File: src/rtl/csr_intr_unit_if.sv
// rtl/csr_intr_unit_if.sv - control-unit side bus of csr_intr_unit
interface csr_intr_unit_if;
  logic        intr_in;
  logic        instr_boundary;
  logic [31:0] pc;
  logic        csr_we;
  logic [11:0] csr_addr;
  logic [31:0] csr_wd;
  logic        mret_exec;
  logic        int_taken;
  logic [31:0] csr_rd;
  logic [31:0] mtvec;
  logic [31:0] mepc;

  modport master (
    output intr_in, instr_boundary, pc, csr_we, csr_addr, csr_wd, mret_exec,
    input  int_taken, csr_rd, mtvec, mepc
  );

  modport slave (
    input  intr_in, instr_boundary, pc, csr_we, csr_addr, csr_wd, mret_exec,
    output int_taken, csr_rd, mtvec, mepc
  );
endinterface

File: src/rtl/csr_intr_unit.sv
// rtl/csr_intr_unit.sv - machine-mode interrupt unit with mstatus/mtvec/mepc CSRs
// Optional mcause CSR (0x342) is built when CSR_INTR_MCAUSE_EN is defined.
module csr_intr_unit (
  input  logic           clk,
  input  logic           rst,
  csr_intr_unit_if.slave bus
);
  localparam logic [11:0] ADDR_MSTATUS = 12'h300;
  localparam logic [11:0] ADDR_MTVEC   = 12'h305;
  localparam logic [11:0] ADDR_MEPC    = 12'h341;
  localparam logic [11:0] ADDR_MCAUSE  = 12'h342;

  typedef enum logic [1:0] {IDLE = 2'd0, PEND = 2'd1, TAKE = 2'd2} state_t;

  state_t      r_state;
  state_t      w_next_state;
  logic        r_sync1, r_sync2, r_sync_d;
  logic        r_pending;
  logic        r_int_taken;
  logic        r_mie, r_mpie;
  logic [31:0] r_mtvec, r_mepc;
  logic [31:0] w_mcause;
  logic        w_rise;
  logic        w_take;
  logic        w_mret;
  logic        w_we;
  logic        w_we_mstatus, w_we_mtvec, w_we_mepc, w_we_mcause;

  // intr_in is asynchronous; r_sync_d only delays the synchronized level for edge detection
  always_ff @(posedge clk) begin
    if (rst) begin
      r_sync1  <= 1'b0;
      r_sync2  <= 1'b0;
      r_sync_d <= 1'b0;
    end else begin
      r_sync1  <= bus.intr_in;
      r_sync2  <= r_sync1;
      r_sync_d <= r_sync2;
    end
  end

  assign w_rise = r_sync2 & ~r_sync_d;

  always_ff @(posedge clk) begin
    if (rst) begin
      r_state     <= IDLE;
      r_int_taken <= 1'b0;
    end else begin
      r_state     <= w_next_state;
      r_int_taken <= (w_next_state == TAKE);
    end
  end

  always_comb begin
    w_next_state = r_state;
    case (r_state)
      IDLE:    if (w_rise) w_next_state = PEND;
      PEND:    if (bus.instr_boundary && r_mie) w_next_state = TAKE;
      TAKE:    w_next_state = IDLE;
      default: w_next_state = IDLE;
    endcase
  end

  // Take wins over mret, which wins over a CSR write touching the same field
  always_comb begin
    w_take       = 1'b0;
    w_mret       = 1'b0;
    w_we         = 1'b0;
    w_we_mstatus = 1'b0;
    w_we_mtvec   = 1'b0;
    w_we_mepc    = 1'b0;
    w_we_mcause  = 1'b0;
    w_take       = (r_state == PEND) && (w_next_state == TAKE);
    w_mret       = bus.mret_exec && !r_int_taken && !w_take;
    w_we         = bus.csr_we && !r_int_taken;
    w_we_mstatus = w_we && (bus.csr_addr == ADDR_MSTATUS) && !w_take && !bus.mret_exec;
    w_we_mtvec   = w_we && (bus.csr_addr == ADDR_MTVEC);
    w_we_mepc    = w_we && (bus.csr_addr == ADDR_MEPC) && !w_take;
    w_we_mcause  = w_we && (bus.csr_addr == ADDR_MCAUSE) && !w_take;
  end

  // Edges seen while a request is pending or being taken merge into it
  always_ff @(posedge clk) begin
    if (rst) begin
      r_pending <= 1'b0;
    end else if (w_take) begin
      r_pending <= 1'b0;
    end else if (w_rise && (r_state == IDLE)) begin
      r_pending <= 1'b1;
    end
  end

  always_ff @(posedge clk) begin
    if (rst) begin
      r_mie  <= 1'b0;
      r_mpie <= 1'b0;
    end else if (w_take) begin
      r_mpie <= r_mie;
      r_mie  <= 1'b0;
    end else if (w_mret) begin
      r_mie  <= r_mpie;
      r_mpie <= 1'b1;
    end else if (w_we_mstatus) begin
      r_mie  <= bus.csr_wd[3];
      r_mpie <= bus.csr_wd[7];
    end
  end

  always_ff @(posedge clk) begin
    if (rst) begin
      r_mtvec <= 32'h0;
    end else if (w_we_mtvec) begin
      r_mtvec <= bus.csr_wd & ~32'h3;
    end
  end

  always_ff @(posedge clk) begin
    if (rst) begin
      r_mepc <= 32'h0;
    end else if (w_take) begin
      r_mepc <= bus.pc & ~32'h3;
    end else if (w_we_mepc) begin
      r_mepc <= bus.csr_wd & ~32'h3;
    end
  end

`ifdef CSR_INTR_MCAUSE_EN
  localparam logic [31:0] MCAUSE_EXT_INTR = 32'h8000_000B;
  logic [31:0] r_mcause;

  always_ff @(posedge clk) begin
    if (rst) begin
      r_mcause <= 32'h0;
    end else if (w_take) begin
      r_mcause <= MCAUSE_EXT_INTR;
    end else if (w_we_mcause) begin
      r_mcause <= bus.csr_wd;
    end
  end

  assign w_mcause = r_mcause;
`else
  assign w_mcause = (w_we_mcause && r_pending) ? 32'h0 : 32'h0;
`endif

  // Read data is the pre-write value, giving csrrw swap semantics
  always_comb begin
    bus.csr_rd = 32'h0;
    case (bus.csr_addr)
      ADDR_MSTATUS: bus.csr_rd = {24'h0, r_mpie, 3'b000, r_mie, 3'b000};
      ADDR_MTVEC:   bus.csr_rd = r_mtvec;
      ADDR_MEPC:    bus.csr_rd = r_mepc;
      ADDR_MCAUSE:  bus.csr_rd = w_mcause;
      default:      bus.csr_rd = 32'h0;
    endcase
  end

  assign bus.int_taken = r_int_taken;
  assign bus.mtvec     = r_mtvec;
  assign bus.mepc      = r_mepc;
endmodule

File: src/flat_wrapper.sv
// flat-port wrapper written by rule: the top's interface ports become plain ports
module csr_intr_unit_flat 
  (clk, rst, bus_intr_in, bus_instr_boundary, bus_pc, bus_csr_we, bus_csr_addr, bus_csr_wd, bus_mret_exec, bus_int_taken, bus_csr_rd, bus_mtvec, bus_mepc);
  csr_intr_unit_if bus_i ();
  input  logic clk;
  input  logic rst;
  input wire logic [$bits(bus_i.intr_in)-1:0] bus_intr_in;
  input wire logic [$bits(bus_i.instr_boundary)-1:0] bus_instr_boundary;
  input wire logic [$bits(bus_i.pc)-1:0] bus_pc;
  input wire logic [$bits(bus_i.csr_we)-1:0] bus_csr_we;
  input wire logic [$bits(bus_i.csr_addr)-1:0] bus_csr_addr;
  input wire logic [$bits(bus_i.csr_wd)-1:0] bus_csr_wd;
  input wire logic [$bits(bus_i.mret_exec)-1:0] bus_mret_exec;
  output wire logic [$bits(bus_i.int_taken)-1:0] bus_int_taken;
  output wire logic [$bits(bus_i.csr_rd)-1:0] bus_csr_rd;
  output wire logic [$bits(bus_i.mtvec)-1:0] bus_mtvec;
  output wire logic [$bits(bus_i.mepc)-1:0] bus_mepc;
  assign bus_i.intr_in = bus_intr_in;
  assign bus_i.instr_boundary = bus_instr_boundary;
  assign bus_i.pc = bus_pc;
  assign bus_i.csr_we = bus_csr_we;
  assign bus_i.csr_addr = bus_csr_addr;
  assign bus_i.csr_wd = bus_csr_wd;
  assign bus_i.mret_exec = bus_mret_exec;
  assign bus_int_taken = bus_i.int_taken;
  assign bus_csr_rd = bus_i.csr_rd;
  assign bus_mtvec = bus_i.mtvec;
  assign bus_mepc = bus_i.mepc;
  csr_intr_unit u_core (.clk(clk), .rst(rst), .bus(bus_i));
endmodule
File: config.mk
export PLATFORM = sky130hd
export DESIGN_NAME = csr_intr_unit_flat
export DESIGN_NICKNAME = d
export VERILOG_FILES = /design/src/rtl/csr_intr_unit_if.sv /design/src/rtl/csr_intr_unit.sv /design/src/flat_wrapper.sv
export SDC_FILE = /design/constraint.sdc
export NUM_CORES = 1
export LEC_CHECK = 0
export CORE_UTILIZATION = 42
export CTS_BUF_LIST = sky130_fd_sc_hd__clkbuf_16
export DETAILED_ROUTE_END_ITERATION = 6
export GPL_ROUTABILITY_DRIVEN = 0
export HOLD_SLACK_MARGIN = 0.08
export PLACE_DENSITY = 0.85
export RECOVER_POWER = 25
export SYNTH_ARGS = -nofsm -noshare
export SYNTH_HDL_FRONTEND = slang
export SYNTH_SLANG_ARGS = --single-unit
File: constraint.sdc
create_clock -name clk -period 4.8 [get_ports clk]
set_input_delay 0.96 -clock clk [delete_from_list [all_inputs] [get_ports clk]]
set_output_delay 0.96 -clock clk [all_outputs]
set_load 0.1 [all_outputs]
=== Word level (Yosys, flattened, before mapping) ===
Index checks and enable logic that the tools add are counted.

* Flip-flop bits (word level): 68
* Bits of input ports: 82
* Word-level logic and storage cells: 46

* Equality and inequality tests: 5
* Muxes and demuxes: 11
* Bitwise gates (word level): 2
* Reductions and logical operators: 19

{| class="wikitable"
|+ Operators with widths
! cell !! number
|-
| $pmux 32 s3 || 1
|-
| $mux 32 || 2
|-
| $eq 12x10->1 const B || 3
|-
| $logic_and 1x1->1 || 11
|-
| $mux 1 || 5
|-
| $mux 2 || 2
|-
| $pmux 2 s2 || 1
|-
| $reduce_bool 2->1 || 2
|-
| $logic_not 1->1 || 3
|-
| $reduce_bool 3->1 || 1
|-
| $eq 2x1->1 const B || 1
|-
| $eq 2x2->1 const B || 1
|-
| $logic_not 2->1 || 1
|-
| $reduce_or 2->1 || 1
|-
| $and 1x1->1 || 1
|-
| $not 1->1 || 1
|}

=== Depth between registers and ports, before layout ===
Gate-level depths: netlist of the first run.

* Depth in word-level cells: 12
* Mapped depth: 5
* Depth with buffers taken out: 4

=== Least setup slack after synthesis of the first run ===
OpenSTA, ideal clock, no wires.

* Path kind: input -> output
* From: in bus_csr_addr[2]
* To: out bus_csr_rd[10]
* Arrival time: 2.946 ns
* Slack: 0.894 ns
* Cell stages on the path: 4
* Buffers on the path: 1
* Cells stage by stage: or4_4 > nor4_4 > clkbuf_1 > a22o_1

* Word-level cells in the longest chain between the ends: 2
* Elaborated cells between the ends (all ways): 4
* Classes of those cells: eq/ne (3); mux (1)

{| class="wikitable"
|+ RTL lines
! item !! line !! RTL
|-
| start, declared || flat_wrapper.sv:11 || <nowiki>input wire logic [$bits(bus_i.csr_addr)-1:0] bus_csr_addr;</nowiki>
|-
| $eq 12x10->1 || csr_intr_unit.sv:149 || <nowiki>case (bus.csr_addr)</nowiki>
|-
| $pmux 32 s3 (*) || csr_intr_unit.sv:149 ||
|-
| end, declared || flat_wrapper.sv:15 || <nowiki>output wire logic [$bits(bus_i.csr_rd)-1:0] bus_csr_rd;</nowiki>
|}

Mark *: on every way between the ends. The rest lies on a longest branch, timed or not.

=== Worst setup path in the final report of the first run ===
* From: in bus_csr_addr[3]
* To: out bus_csr_rd[18]

The elaborated chain is that of the path after synthesis.

==> results of run 1 <==
-- cell type report --
cell class | instances | area [um2] | share of cell area (%)
repair buffers | 174 | 2050 | 36.2
clock inverters | 7 | 91.3 | 1.62
multi-input cells | 258 | 1800 | 31.8
clock buffers | 9 | 225 | 3.99
well taps | 102 | 128 | 2.26
flip-flops and latches | 68 | 1360 | 24.1
-- state kept, by name (all words and copies together), names as in the netlist --
name / flops
u_core.bus.int_taken: 1
u_core.bus.mepc: 30
u_core.bus.mtvec: 30
u_core.r_mie: 1
u_core.r_mpie: 1
u_core.r_state: 2
u_core.r_sync1: 1
u_core.r_sync2: 1
u_core.r_sync_d: 1
-- synthesized netlist by cell type (all sizes together) (3+ instances only) --
library cell	count
a211oi	60
a21oi	32
a22o	28
buf	19
clkbuf	29
dfxtp	68
mux2i	30
nand2	6
nand3	30
nor2	3
nor2b	8
nor3	3
o21ai	30
or4	3
-- metrics by stage --
stage,total power (uW),cells,cell area [um2],utilization [%]
floorplan,672,374,3360,-
global placement,750,602,5340,69.0
detailed placement,753,602,5340,69.0
CTS,1450,618,5650,73.1
global route,1490,618,5650,73.1
finish,1440,618,5650,73.1
-- power by group through the flow --
stage	Combinational [uW]	Clock, uW	Sequential (uW)
after floorplan	66.4	0	606
after global placement	164	0	586
after detailed placement	167	0	587
after CTS	168	704	574
after global routing	176	736	575
final	168	701	574
-- worst max path at each step --
| stage | endpoint | cells after the start |
|---|---|---|
| after detailed placement | bus_csr_rd[3] | 7 |
| after floorplan | bus_csr_rd[10] | 4 |
| after CTS | bus_csr_rd[3] | 7 |
| final | bus_csr_rd[18] | 6 |
| after global placement | bus_csr_rd[25] | 6 |
| after global routing | bus_csr_rd[3] | 7 |
-- routing by layer --
metal	up-vias	part of all wire [%]	global-route usage, %
li1	1696	-	-
met1	1762	41	34.5
met2	192	49	45.4
met3	21	7.1	6.03
met4	0	2.5	10.3
met5	-	0	0
-- layout by cell type, fill, tap and decap left out, drive strengths merged --
cell type,netlist,layout
a22o,28,28
a41oi,1,1
nand2b,1,1
nand3,30,30
nand4b,1,1
buf,19,36
or3,2,2
inv,0,2
nand4bb,1,1
mux2i,30,30
nor2b,8,8
clkinv,0,3
or4,3,3
o21ai,30,30
a21o,1,1
a21oi,32,32
nor2,3,3
nor4,2,2
conb,1,6
bufinv,0,2
a211oi,60,60
o41ai,2,2
clkbuf,29,10
a311oi,1,1
a32oi,2,2
nand3b,1,1
a2111oi,1,1
nor3,3,3
clkdlybuf4s50,0,104
dfxtp,68,68
dlygate4sd3,0,33
nor3b,2,2
nand2,6,6
or2,1,1
-- cell families after synthesis --
logic type,after synthesis,synth area share [%]
buffers and inverters,48,6.63
other,1,0.112
DFF,68,40.7
AOI/OAI and AO/OA,158,32.2
and+or+nand+nor,64,11.4
muxes,30,8.99
==> results.tsv, run 1 <==
metric	value	unit
status	finished with violations	
violations	max-capacitance violations, max-slew violations	
drt_first_pass_iters	6	
path_cells	clkdlybuf4s50_1 -> or4_1 -> nor4_4 -> buf_12 -> a22o_1 -> buf_12	
cts.sinks	68	
p_int	1100	uW
rows	32	
yosys_warnings	0	
grt_pass1_wl	18.2	mm
critPathLaunchType	primary input	
synth_edf_count	0	
yosysSeqAreaShare	40.7	%
coreArea	7730	um2
fill_cells	565	
finalCritPeriodShare	85.3	%
crit_family	simple AND/OR/NAND/NOR gates	
path_clk_slew	0.05	ns
fmax	0.244	GHz
hpwl	7.28	mm
nets	593	
peakVddDrop	197	uV
syn_to_final_growth	69.1	%
grt_max_degree	69	
r2r_end	u_core.r_mie$_SDFFE_PP0P_	
vias	3671	
cts_tree	yes	
synth_area_leaders	dfxtp_1, a211oi_1, mux2i_1	
skew	0.00864	ns
startpoint	bus_csr_addr[3]	
holdCritPathClass	flip-flop to flip-flop	
criticalPathCategory	primary input to output pin	
rrSetupSlack	2.38	ns
required	3.84	ns
htree_num_levels	3	
cts_hold_buffers	0	
worstPathArrival	3.14	ns
hold_slack	0.443	ns
post_cts_buffers	0	
slowest_stage	or4_1	
viasPerCell	5.94	
worst_slew_pin_slew	2.98	ns
grt_pass1_vias	3604	
clockPowerShare	48.6	%
max_stage_delay	0.61	ns
switchingPower	346	uW
syn_area_per_cell	9.06	um2
wl_per_cell	18.3	um
initial_core_util	43.2	%
boundaryPins	179	
finalHoldViolations	0	
hold_path_depth	1	
antenna_found_initial	0	
yosysTopAreaCellShare	40.7	%
crit_path_end_kind	output pin	
routed_wirelength	11.3	mm
antenna_left	0	
drt_iter0_markers	181	
async_flop_share	0	%
finalWorstSetupSlack	0.704	ns
clock_path_buffers	2	
crit_top_cell	buf_12	
layout-drive-gt1-share	11.2	%
remaining_drc_errors	0	
numCtsBuffers	9	
p_leak	0.00223	uW
finalMaxSlewViolations	69	
p_comb_share	11.6	%
sequentialPowerShare	39.8	%
ys_types	35	
tns	0	ns
pre_cts_slack	0.714	ns
slew_headroom	-98.9	%
r2r_start	u_core.bus.int_taken$_SDFF_PP0_	
crit_buf_inv	3	
path_max_fanout	60	
chipWidth	91.2	um
cts.repair.resized	0	
netlist_area	3340	um2
grt_overflow	0	
clk_latency	0.33	ns
ys_ff_latch	68	
fin_crit	4.10	ns
max_cap_violations	1	
min-delay-start	u_core.r_sync1$_SDFF_PP0_	
io_buffers	168	
synthCells	369	
gr-usage-all-layers	27.3	%
diodes	0	
powerDensity	255	nW/um2
hold_end	u_core.r_sync2$_SDFF_PP0_	
die_h	91.2	um
setup-violations-final	0	
ff2ff_path_depth	4	
synth_area_leader_cell	dfxtp_1	
synth-main-ff-cell	dfxtp_1	
dieArea	8320	um2
p_sw_share	23.9	%
rsz0062_at_grt	no	
root_buffer	clkbuf_16	
Power figures use the tool's default switching activity.
==> inputs of run 2 (changes only) <==
CTS_CLUSTER_SIZE = 10   (was unset)
SLEW_MARGIN = 40   (was unset)
==> run 2 against run 1 <==
Compared with the run above:
- the run still ends with max-capacitance violations, max-slew violations left
- power decreased by 6.2%
- combinational power is essentially flat
- sequential cell count unchanged
- non-clock buffer count rose by 1
- clock skew is 0.0044 ns lower
- die area did not move
- critical path depth stayed put
- critical path type unchanged
- critical endpoint is now bus_csr_rd[21]
- largest cell class is now multi-input combinational cells
==> results.tsv, run 2 (synthesized netlist as in run 1, its figures left out) <==
metric	value	unit	change
fill_cells	606		+7.3%
final_common_cell	clkdlybuf4s50_1		
powerDensity	257	nW/um2	+0.63%
tns	0	ns	unchanged
hold_path_depth	1		unchanged
initial_core_util	43.2	%	unchanged
worstPathArrival	3.12	ns	-0.02 ns
drt_first_pass_iters	7		+1
skew	0.00428	ns	-0.00436 ns
root_buffer	clkbuf_16		
antenna_found_initial	0		unchanged
syn_to_final_growth	57.6	%	
die_h	91.2	um	unchanged
worst_slew_pin_slew	2.96	ns	-0.0251 ns
chipWidth	91.2	um	unchanged
gr-usage-all-layers	27.3	%	+0.039 points
regArea	1360	um2	unchanged
boundaryPins	179		unchanged
path_cells	clkdlybuf4s50_1 -> or4_1 -> nor4_4 -> buf_12 -> a22o_1 -> buf_12		
viasPerCell	5.87		-1.1%
max_cap_violations	1		unchanged
peakVddDrop	169	uV	-14%
path_max_fanout	60		unchanged
required	3.84	ns	about the same
grt_pass1_vias	3571		-0.92%
slew_headroom	-97.2	%	+1.7 points
status	finished with violations		
fmax	0.245	GHz	+0.34%
wl_per_cell	18.3	um	-0.16%
cts.sinks	68		unchanged
vias	3623		-1.3%
clk_latency	0.32	ns	about the same
coreArea	7730	um2	unchanged
slowest_stage	or4_1		
r2r_start	u_core.bus.int_taken$_SDFF_PP0_		
min-delay-start	u_core.r_sync1$_SDFF_PP0_		
p_leak	0.00207	uW	-7.1%
hold_end	u_core.r_sync2$_SDFF_PP0_		
finalHoldViolations	0		unchanged
layout-drive-gt1-share	15.9	%	+4.7 points
diodes	0		unchanged
holdCritPathClass	flip-flop to flip-flop		
routed_wirelength	11.3	mm	-0.32%
crit_path_end_kind	output pin		
hpwl	7.28	mm	about the same
cts.repair.resized	0		unchanged
finalMaxSlewViolations	69		unchanged
drt_iter0_markers	213		+18%
finalCritPeriodShare	85.0	%	-0.29 points
post_cts_buffers	0		unchanged
antenna_left	0		unchanged
dieArea	8320	um2	unchanged
clock_path_buffers	2		unchanged
rows	32		unchanged
rsz0062_at_grt	no		
cts_tree	yes		
grt_pass1_wl	18.3	mm	about the same
mostFrequentLayoutCells	clkdlybuf4s50_1, dfxtp_1, a211oi_1		
io_buffers	168		unchanged
max_stage_delay	0.61	ns	about the same
numCtsBuffers	9		unchanged
fin_crit	4.08	ns	-0.0138 ns
critPathLaunchType	primary input		
grt_max_degree	69		unchanged
multi_input_area	1800	um2	+0.14%
violations	max-capacitance violations, max-slew violations		
setup-violations-final	0		unchanged
nets	594		+0.17%
rrSetupSlack	2.69	ns	+0.31 ns
ff2ff_path_depth	4		unchanged
path_clk_slew	0.05	ns	about the same
criticalPathCategory	primary input to output pin		
crit_top_cell	buf_12		
htree_num_levels	3		unchanged
grt_overflow	0		unchanged
cts_hold_buffers	0		unchanged
remaining_drc_errors	0		unchanged
power	1350	uW	-6.2%
r2r_end	u_core.r_mie$_SDFFE_PP0P_		
[run 2: cell count changes in the layout (fill, tap and decap cells not counted), sizes merged]
cell	delta
clkbuf	+35
clkdlybuf4s50	-28
bufinv	-1
inv	-1
buf	+27
dlygate4sd3	-33
[run 2: routing by layer]
metal  vias to the layer above  wire length [um]  GRT usage, %  part of all wire (%)
met5                         -                 0             0                     0
met3                        25               715          4.36                   6.3
li1                       1701                 -             -                     -
met1                      1730              4850          35.8                    43
met4                         0               218          9.13                   1.9
met2                       167              5480          45.7                    49
[run 2: worst max path at each step]
stage                    start              to  slack, ns  cells after the start
6_report       bus_csr_addr[3]  bus_csr_rd[21]       0.72                      6
5_1_grt        bus_csr_addr[3]   bus_csr_rd[3]       0.67                      7
4_1_cts        bus_csr_addr[3]   bus_csr_rd[3]       0.72                      7
3_5_place_dp   bus_csr_addr[3]   bus_csr_rd[3]       0.72                      7
3_3_place_gp   bus_csr_addr[3]  bus_csr_rd[25]       0.78                      6
2_1_floorplan  bus_csr_addr[2]  bus_csr_rd[10]       0.89                      4
[run 2: layout make-up]
cell class	count	share of cell area [%]
flip-flops and latches	68	25.8
repair buffers	175	32.4
clock buffers	9	4.28
multi-input cells	258	34.2
clock inverters	5	0.879
well taps	102	2.42
[run 2: critical path, delay by kind of cell]
family,cells,cell delay [ns]
buffers and inverters,3,0.89
AO/OA/AOI/OAI,1,0.26
AND/OR/NAND/NOR,2,0.95
[run 2: metrics by stage]
stage / worst slack (ns) / instances / cell area [um2] / util [%] / hold WS [ns]
final: 0.718 / 617 / 5270 / 68.2 / 0.438
after global routing: 0.674 / 617 / 5270 / 68.2 / 0.452
after CTS: 0.720 / 617 / 5310 / 68.8 / 0.439
after detailed placement: 0.722 / 603 / 5040 / 65.3 / 0.427
after global placement: 0.778 / 602 / 5340 / 69.0 / 0.419
after floorplan: 0.894 / 374 / 3360 / - / 0.414
[run 2: power by group]
| part | switching, uW | internal, uW | leakage [uW] |
|---|---|---|---|
| combinational | 94.0 | 72.0 | 0.00138 |
| sequential | 4.39 | 571 | 0.000549 |
| clock | 224 | 389 | 0.000137 |
